## config.mk

```make
export PLATFORM = sky130hd
export DESIGN_NAME = enemy_spawn_scheduler_flat
export DESIGN_NICKNAME = d
export VERILOG_FILES = /design/src/rtl/enemy_spawn_scheduler_pkg.sv /design/src/rtl/enemy_spawn_scheduler_if.sv /design/src/rtl/enemy_spawn_scheduler_rr_slot_picker.sv /design/src/rtl/enemy_spawn_scheduler.sv /design/src/flat_wrapper.sv
export SDC_FILE = /design/constraint.sdc
export NUM_CORES = 1
export LEC_CHECK = 0
export BUFFER_PORTS_ARGS = -buffer_cell sky130_fd_sc_hd__clkbuf_2
export CORE_MARGIN = 2
export CORE_UTILIZATION = 31
export DETAILED_ROUTE_END_ITERATION = 16
export MAX_ROUTING_LAYER = met4
export SLEW_MARGIN = 25
export SYNTH_ARGS = -nofsm -noshare
export SYNTH_HDL_FRONTEND = slang
export SYNTH_SLANG_ARGS = --single-unit
```

## constraint.sdc

```tcl
create_clock -name clk -period 2 [get_ports clk]
set_input_delay 0.4 -clock clk [delete_from_list [all_inputs] [get_ports clk]]
set_output_delay 0.4 -clock clk [all_outputs]
set_load 0.05 [all_outputs]
```

## src/rtl/enemy_spawn_scheduler_pkg.sv

```systemverilog
// Shared definitions for the enemy spawn scheduler: FSM state encodings,
// default slot count, spawn-type LFSR seed, settle duration and the LFSR
// step function.
package enemy_spawn_scheduler_pkg;

    localparam int         NUM_SLOTS_DEF = 4;
    localparam logic [3:0] LFSR_SEED_DEF = 4'b1001;
    localparam int         SETTLE_CYCLES = 3;

    // Settle counter loads this value and counts down to zero.
    localparam logic [1:0] SETTLE_LAST = 2'(SETTLE_CYCLES - 1);

    // One-hot so an illegal state (no bit or several bits set) is trivially detectable.
    typedef enum logic [3:0] {
        ST_IDLE   = 4'b0001,
        ST_COUNT  = 4'b0010,
        ST_GRANT  = 4'b0100,
        ST_SETTLE = 4'b1000
    } state_e;

    // Spawn-type LFSR step: shift left, feed back q[3]^q[2].
    function automatic logic [3:0] lfsr_next(input logic [3:0] q);
        return {q[2:0], q[3] ^ q[2]};
    endfunction

endpackage

```

## src/rtl/enemy_spawn_scheduler_if.sv

```systemverilog
// Game-side bus of the enemy spawn scheduler.
//   master : game/testbench side, drives enable, tick, spawnPeriod, slotDead
//   slave  : scheduler side, drives canSpawn, spawnType, damageSCEN,
//            moveSCEN, activeCount
interface enemy_spawn_scheduler_if
    import enemy_spawn_scheduler_pkg::*;
#(
    parameter int NUM_SLOTS = NUM_SLOTS_DEF
);
    logic                 enable;
    logic                 tick;
    logic [7:0]           spawnPeriod;
    logic [NUM_SLOTS-1:0] slotDead;
    logic [NUM_SLOTS-1:0] canSpawn;
    logic [1:0]           spawnType;
    logic                 damageSCEN;
    logic                 moveSCEN;
    logic [2:0]           activeCount;

    modport master (
        output enable, tick, spawnPeriod, slotDead,
        input  canSpawn, spawnType, damageSCEN, moveSCEN, activeCount
    );

    modport slave (
        input  enable, tick, spawnPeriod, slotDead,
        output canSpawn, spawnType, damageSCEN, moveSCEN, activeCount
    );
endinterface

```

## src/rtl/enemy_spawn_scheduler_rr_slot_picker.sv

```systemverilog
// Round-robin free-slot picker (purely combinational).
//   freeMask : slots eligible for a spawn
//   rrPtr    : slot where the search starts
//   sel      : first eligible slot at or above rrPtr, wrapping past the top
//   anyFree  : at least one slot is eligible (sel is meaningless otherwise)
module rr_slot_picker
    import enemy_spawn_scheduler_pkg::*;
#(
    parameter  int NUM_SLOTS = NUM_SLOTS_DEF,
    localparam int PTR_W     = (NUM_SLOTS > 1) ? $clog2(NUM_SLOTS) : 1
) (
    input  logic [NUM_SLOTS-1:0] freeMask,
    input  logic [PTR_W-1:0]     rrPtr,
    output logic [PTR_W-1:0]     sel,
    output logic                 anyFree
);

    // Slot index at distance off above base, modulo NUM_SLOTS.
    function automatic logic [PTR_W-1:0] wrap_idx(input logic [PTR_W-1:0] base, input int off);
        int sum;
        sum = int'(base) + off;
        if (sum >= NUM_SLOTS) begin
            sum = sum - NUM_SLOTS;
        end else begin
            sum = sum;
        end
        return PTR_W'(sum);
    endfunction

    // Scan from the farthest offset down so the nearest free slot wins last.
    always_comb begin
        sel     = '0;
        anyFree = 1'b0;
        for (int off = NUM_SLOTS - 1; off >= 0; off--) begin
            if (freeMask[wrap_idx(rrPtr, off)]) begin
                sel     = wrap_idx(rrPtr, off);
                anyFree = 1'b1;
            end else begin
                sel     = sel;
                anyFree = anyFree;
            end
        end
    end

endmodule

```

## src/rtl/enemy_spawn_scheduler.sv

```systemverilog
// Enemy spawn scheduler: every spawnPeriod game ticks grants one dead enemy
// slot a one-cycle spawn (canSpawn, one-hot) with an LFSR-chosen spawnType,
// then waits a fixed settle time for the unit to deploy. Independently it
// turns each tick into a damage-phase pulse and, one cycle later, a
// move-phase pulse, and reports how many slots are alive.
//   clk   : system clock, rising edge
//   reset : asynchronous, active-high
//   bus   : game-side signals (see enemy_spawn_scheduler_if, slave side)
// All outputs come straight from flops.
module enemy_spawn_scheduler
    import enemy_spawn_scheduler_pkg::*;
#(
    parameter int         NUM_SLOTS = NUM_SLOTS_DEF,
    parameter logic [3:0] LFSR_SEED = LFSR_SEED_DEF
) (
    input  logic                    clk,
    input  logic                    reset,
    enemy_spawn_scheduler_if.slave  bus
);

    localparam int               PTR_W     = (NUM_SLOTS > 1) ? $clog2(NUM_SLOTS) : 1;
    localparam logic [PTR_W-1:0] LAST_SLOT = PTR_W'(NUM_SLOTS - 1);

    state_e               state_q,       state_d;
    logic [7:0]           cnt_q,         cnt_d;
    logic [1:0]           settle_cnt_q,  settle_cnt_d;
    logic [PTR_W-1:0]     rr_ptr_q,      rr_ptr_d;
    logic [3:0]           lfsr_q,        lfsr_d;
    logic [NUM_SLOTS-1:0] settle_mask_q, settle_mask_d;
    logic [NUM_SLOTS-1:0] can_spawn_q,   can_spawn_d;
    logic [1:0]           spawn_type_q,  spawn_type_d;
    logic                 damage_q,      damage_d;
    logic                 move_q,        move_d;
    logic [2:0]           active_cnt_q,  active_cnt_d;

    logic [NUM_SLOTS-1:0] free_mask_s;
    logic [NUM_SLOTS-1:0] sel_onehot_s;
    logic [PTR_W-1:0]     sel_s;
    logic                 any_free_s;
    logic [7:0]           period_s;

    // The slot granted in this spawn round stays excluded until the round's settle ends.
    assign free_mask_s  = bus.slotDead & ~settle_mask_q;
    assign sel_onehot_s = NUM_SLOTS'(1'b1) << sel_s;
    assign period_s     = (bus.spawnPeriod == 8'd0) ? 8'd1 : bus.spawnPeriod;

    rr_slot_picker #(
        .NUM_SLOTS (NUM_SLOTS)
    ) u_picker (
        .freeMask (free_mask_s),
        .rrPtr    (rr_ptr_q),
        .sel      (sel_s),
        .anyFree  (any_free_s)
    );

    // Spawn FSM next state; grant outputs are prepared here so they appear registered in GRANT.
    always_comb begin
        state_d       = state_q;
        cnt_d         = cnt_q;
        settle_cnt_d  = settle_cnt_q;
        rr_ptr_d      = rr_ptr_q;
        lfsr_d        = lfsr_q;
        settle_mask_d = settle_mask_q;
        can_spawn_d   = '0;
        spawn_type_d  = spawn_type_q;
        case (state_q)
            ST_IDLE: begin
                if (bus.enable) begin
                    state_d = ST_COUNT;
                    cnt_d   = period_s;
                end else begin
                    state_d = ST_IDLE;
                end
            end
            ST_COUNT: begin
                if (!bus.enable) begin
                    state_d = ST_IDLE;
                end else if (cnt_q != 8'd0) begin
                    if (bus.tick) begin
                        cnt_d = cnt_q - 8'd1;
                    end else begin
                        cnt_d = cnt_q;
                    end
                end else if (any_free_s) begin
                    // Period expired: grant now; with no free slot we simply wait here at 0.
                    state_d       = ST_GRANT;
                    can_spawn_d   = sel_onehot_s;
                    spawn_type_d  = lfsr_q[1:0];
                    settle_mask_d = sel_onehot_s;
                    if (sel_s == LAST_SLOT) begin
                        rr_ptr_d = '0;
                    end else begin
                        rr_ptr_d = sel_s + PTR_W'(1);
                    end
                end else begin
                    state_d = ST_COUNT;
                end
            end
            ST_GRANT: begin
                // Type was consumed on entry to GRANT, so the LFSR steps now.
                state_d      = ST_SETTLE;
                settle_cnt_d = SETTLE_LAST;
                lfsr_d       = lfsr_next(lfsr_q);
            end
            ST_SETTLE: begin
                if (!bus.enable) begin
                    state_d       = ST_IDLE;
                    settle_mask_d = '0;
                end else if (settle_cnt_q == 2'd0) begin
                    state_d       = ST_COUNT;
                    cnt_d         = period_s;
                    settle_mask_d = '0;
                end else begin
                    settle_cnt_d = settle_cnt_q - 2'd1;
                end
            end
            default: begin
                state_d       = ST_IDLE;
                settle_mask_d = '0;
            end
        endcase
    end

    // Phase pulses and alive count, independent of the spawn FSM.
    always_comb begin
        damage_d     = bus.enable & bus.tick;
        move_d       = damage_q;
        active_cnt_d = 3'd0;
        for (int i = 0; i < NUM_SLOTS; i++) begin
            active_cnt_d = active_cnt_d + {2'b00, ~bus.slotDead[i]};
        end
    end

    // State and output registers.
    always_ff @(posedge clk or posedge reset) begin
        if (reset) begin
            state_q       <= ST_IDLE;
            cnt_q         <= 8'd0;
            settle_cnt_q  <= 2'd0;
            rr_ptr_q      <= '0;
            lfsr_q        <= LFSR_SEED;
            settle_mask_q <= '0;
            can_spawn_q   <= '0;
            spawn_type_q  <= 2'b00;
            damage_q      <= 1'b0;
            move_q        <= 1'b0;
            active_cnt_q  <= 3'd0;
        end else begin
            state_q       <= state_d;
            cnt_q         <= cnt_d;
            settle_cnt_q  <= settle_cnt_d;
            rr_ptr_q      <= rr_ptr_d;
            lfsr_q        <= lfsr_d;
            settle_mask_q <= settle_mask_d;
            can_spawn_q   <= can_spawn_d;
            spawn_type_q  <= spawn_type_d;
            damage_q      <= damage_d;
            move_q        <= move_d;
            active_cnt_q  <= active_cnt_d;
        end
    end

    assign bus.canSpawn    = can_spawn_q;
    assign bus.spawnType   = spawn_type_q;
    assign bus.damageSCEN  = damage_q;
    assign bus.moveSCEN    = move_q;
    assign bus.activeCount = active_cnt_q;

endmodule

```

## src/flat_wrapper.sv

```systemverilog
// flat-port wrapper written by rule: the top's interface ports become plain ports
module enemy_spawn_scheduler_flat import enemy_spawn_scheduler_pkg::*;
#(
    parameter int         NUM_SLOTS = NUM_SLOTS_DEF,
    parameter logic [3:0] LFSR_SEED = LFSR_SEED_DEF
)
  (clk, reset, bus_enable, bus_tick, bus_spawnPeriod, bus_slotDead, bus_canSpawn, bus_spawnType, bus_damageSCEN, bus_moveSCEN, bus_activeCount);
  enemy_spawn_scheduler_if #(.NUM_SLOTS(NUM_SLOTS)) bus_i ();
  input  logic clk;
  input  logic reset;
  input wire logic [$bits(bus_i.enable)-1:0] bus_enable;
  input wire logic [$bits(bus_i.tick)-1:0] bus_tick;
  input wire logic [$bits(bus_i.spawnPeriod)-1:0] bus_spawnPeriod;
  input wire logic [$bits(bus_i.slotDead)-1:0] bus_slotDead;
  output wire logic [$bits(bus_i.canSpawn)-1:0] bus_canSpawn;
  output wire logic [$bits(bus_i.spawnType)-1:0] bus_spawnType;
  output wire logic [$bits(bus_i.damageSCEN)-1:0] bus_damageSCEN;
  output wire logic [$bits(bus_i.moveSCEN)-1:0] bus_moveSCEN;
  output wire logic [$bits(bus_i.activeCount)-1:0] bus_activeCount;
  assign bus_i.enable = bus_enable;
  assign bus_i.tick = bus_tick;
  assign bus_i.spawnPeriod = bus_spawnPeriod;
  assign bus_i.slotDead = bus_slotDead;
  assign bus_canSpawn = bus_i.canSpawn;
  assign bus_spawnType = bus_i.spawnType;
  assign bus_damageSCEN = bus_i.damageSCEN;
  assign bus_moveSCEN = bus_i.moveSCEN;
  assign bus_activeCount = bus_i.activeCount;
  enemy_spawn_scheduler #(.NUM_SLOTS(NUM_SLOTS), .LFSR_SEED(LFSR_SEED)) u_core (.clk(clk), .reset(reset), .bus(bus_i));
endmodule
```

==> impl_metrics.json <==
{
  "ys_seq_area_frac": 0.4506,
  "synth-xor-area-share": 0.01346,
  "hold_viol": 0,
  "port_buffers": 26,
  "cp_max_fo": 6,
  "skew_ns": 0.001854,
  "ys_seq_elements": 35,
  "cp_slowest_cell": "or4b_4",
  "die_h_um": 83.35,
  "ant_nets": 0,
  "clkLatencyLatePin_ns": 0.28,
  "cp_cell_sequence": "inv_1 -> ha_2 -> or4b_4 -> nor4_4 -> nand3_2 -> nor2_4 -> mux2_2",
  "cts_buffers": 5,
  "cp-end-kind": "flop",
  "yosys.cell_types.count": 54,
  "overflow": 0,
  "rsz0062_at_grt": "yes",
  "worst_slack_ns": -0.1295,
  "fillCellCount": 607,
  "fmax_mhz": 469.6,
  "synth_cells": 191,
  "postCtsHoldBufs": 0,
  "fin_crit_sh": 1.065,
  "drtPass1Iterations": 4,
  "synth.avg_cell_area_um2": 10.22,
  "cts_tree": "done",
  "synth_top_family_by_area": "simple AND/OR/NAND/NOR gates",
  "htree_levels": 2,
  "wirelength_mm": 3.878,
  "cts_buffer_depth": 2,
  "crit_arrival_ns": 2.30,
  "r2r_end": "u_core.bus.spawnType[0]$_DFFE_PP0P_",
  "drtIter0Drc": 79,
  "drc": 0,
  "first_global_vias": 1438,
  "total_power_w": 0.002196,
  "r2r_start": "u_core.cnt_q[0]$_DFFE_PP0P_",
  "power.density_mw_per_mm2": 941.0,
  "cts_sinks": 35,
  "synthSimpleGateAreaFrac": 0.1917,
  "relSlewSlack": 0.7009,
  "violations": "negative setup slack",
  "synth_compound_area_frac": 0.1795,
  "die_w_um": 83.35,
  "drt-wirelength-per-cell_um": 12.80,
  "synthAdderAreaFrac": 0.06154,
  "final_max_slew_viol_count": 0,
  "finalSetupViolations": 12,
  "netlist_area_mm2": 0.001952,
  "worst-r2r-setup-slack_ns": -0.13,
  "synth_mux_area_frac": 0.05256,
  "async_flop_share": 1.000,
  "cap_violations": 0,
  "dieArea_mm2": 0.006947,
  "diodes": 0,
  "vdd_drop_max_mv": 0.4862,
  "worstSetupStartpointType": "flop",
  "synthesis.nets": 216,
  "fin_tns_setup_ns": -1.264,
  "drive_above_1_share": 0.3026,
  "routabilityCongestion": 0.7995,
  "worstRegToRegCells": 7,
  "critPathKind": "flop to flop",
  "synth_edf_count": 0,
  "min_path_type": "input pin to async pin",
  "slowest_delay_ns": 0.48,
  "fin_crit_ns": 2.129,
  "grt_max_degree": 36,
  "p_leak_nw": 1.070,
  "crit_required_ns": 2.17,
  "fin_nets": 252,
  "start_util": 0.3258,
  "cts_root_buf": "clkbuf_8",
  "clk_pin_slew_ns": 0.07,
  "yosysWarnings": 0,
  "post-dp-hpwl_mm": 2.791,
  "outcome": "finished, violations left",
  "vias": 1514,
  "ys.flop_type": "dfrtp_1",
  "ioPinCount": 27,
  "rows": 28,
  "antenna_found_initial": 0,
  "core-area_mm2": 0.005991,
  "grt.total_usage": 0.1189,
  "drt-vias-per-instance": 4.997,
  "syn_to_final_growth_pct": 19.55,
  "grt_pass1_wl_mm": 6.610,
  "tightest_slew_ns": 0.4487
}
worst max-delay path by stage:
stage | startpoint | endpoint | slack, ns | depth (start not counted)
after global placement | u_core.cnt_q[0]$_DFFE_PP0P_ | u_core.bus.spawnType[0]$_DFFE_PP0P_ | -0.08 | 7
after global routing | u_core.cnt_q[0]$_DFFE_PP0P_ | u_core.bus.spawnType[0]$_DFFE_PP0P_ | -0.28 | 7
final | u_core.cnt_q[0]$_DFFE_PP0P_ | u_core.bus.spawnType[0]$_DFFE_PP0P_ | -0.13 | 7
after floorplan | u_core.cnt_q[0]$_DFFE_PP0P_ | u_core.rr_ptr_q[1]$_DFFE_PP0P_ | -0.13 | 8
after detailed placement | u_core.cnt_q[0]$_DFFE_PP0P_ | u_core.bus.spawnType[0]$_DFFE_PP0P_ | -0.14 | 7
after CTS | u_core.cnt_q[0]$_DFFE_PP0P_ | u_core.bus.spawnType[0]$_DFFE_PP0P_ | -0.14 | 7
layer usage:
layer	vias up	share of wire	GRT usage
li1	755	-	-
met1	721	0.49	0.1596
met2	36	0.46	0.1760
met3	2	0.048	0.03082
met4	0	0.0075	0.03726
met5	-	0	-
cells by family after synthesis:
group	after synthesis
compound gates	49
xor+xnor	3
fa+ha+maj	9
buf+inv	23
flops	35
mux	9
simple gates	63
cell usage after synthesis (4+ instances only):
| master | number | area share |
|---|---|---|
| ha_1 | 8 | 0.051 |
| o21ai_0 | 12 | 0.031 |
| nand2_1 | 6 | 0.012 |
| clkbuf_1 | 7 | 0.013 |
| a22o_1 | 6 | 0.027 |
| nor3_1 | 6 | 0.015 |
| and2_1 | 4 | 0.013 |
| mux2_2 | 6 | 0.035 |
| nor2_1 | 19 | 0.037 |
| a21oi_1 | 6 | 0.015 |
| dfrtp_1 | 32 | 0.41 |
| o22a_1 | 4 | 0.018 |
| nand2b_1 | 6 | 0.019 |
| inv_1 | 13 | 0.025 |
critical path: cells and delay by family, from the launching register on:
family,cells,cell delay [ns]
buffers and inverters,1,0.06
flip-flops,1,0.38
multiplexers,1,0.35
AND/OR/NAND/NOR,4,1.06
adder cells (fa/ha/maj),1,0.16
per-stage QoR:
| step | util | hold WS [ns] | cell area, um^2 | instances | setup slack [ns] |
|---|---|---|---|---|---|
| after floorplan | - | 0.4510 | 1954 | 191 | -0.1279 |
| after global placement | 0.3690 | 0.3678 | 2211 | 293 | -0.07627 |
| after detailed placement | 0.3690 | 0.3736 | 2211 | 293 | -0.1409 |
| after CTS | 0.3874 | 0.2027 | 2321 | 303 | -0.1408 |
| after global routing | 0.3895 | 0.2402 | 2333 | 303 | -0.2756 |
| final | 0.3895 | 0.1897 | 2333 | 303 | -0.1295 |
power by group:
part,switching [W],total (W),internal (W)
Clock,0.000253,0.000496,0.000243
Sequential,0.000159,0.000983,0.000824
Combinational,0.000388,0.000717,0.000329
Total,0.000800,0.00220,0.00140
flip-flops by register name, summed over array words and instances, names as in the netlist:
register / flops
u_core.bus.moveSCEN: 1
u_core.bus.canSpawn: 4
u_core.bus.activeCount: 3
u_core.cnt_q: 8
u_core.lfsr_q: 4
u_core.rr_ptr_q: 2
u_core.settle_mask_q: 4
u_core.bus.damageSCEN: 1
u_core.state_q: 4
u_core.settle_cnt_q: 2
u_core.bus.spawnType: 2
layout by cell type, fill, tap and decap left out, types with 3 or more instances in the layout:
cell      Yosys  routed
inv_1        13      13
nor3_1        6       6
buf_4         0      12
a22o_1        6       6
clkbuf_2      0      26
and2_1        4       4
clkbuf_8      0       5
o22a_1        4       4
nand2b_1      6       6
and2_2        3       3
dfrtp_1      32      32
nor2_1       19      19
ha_1          8       7
nor2b_1       3       3
nand2_1       6       6
a31oi_1       3       3
a21oi_1       6       6
dfstp_2       3       3
mux2_2        6       6
o21ai_0      12      12
area by class of cell:
type | count | area, um^2 | area share
clock inverters | 2 | 12.51 | 0.005362
well taps | 75 | 93.84 | 0.04021
multi-input cells | 133 | 994.7 | 0.4263
clock buffers | 6 | 72.57 | 0.03110
repair buffers | 39 | 231.5 | 0.09920
flip-flops and latches | 35 | 879.6 | 0.3769
inverters | 13 | 48.80 | 0.02091
repair_timing:
item | CTS | global route
gates resized for setup | 3 | 2
endpoints found under the setup margin | 13 | 19
pin swaps | 1 | 6
gates cloned | 0 | 0
setup buffers | 2 | 1
(Power assumes the default switching activity.)
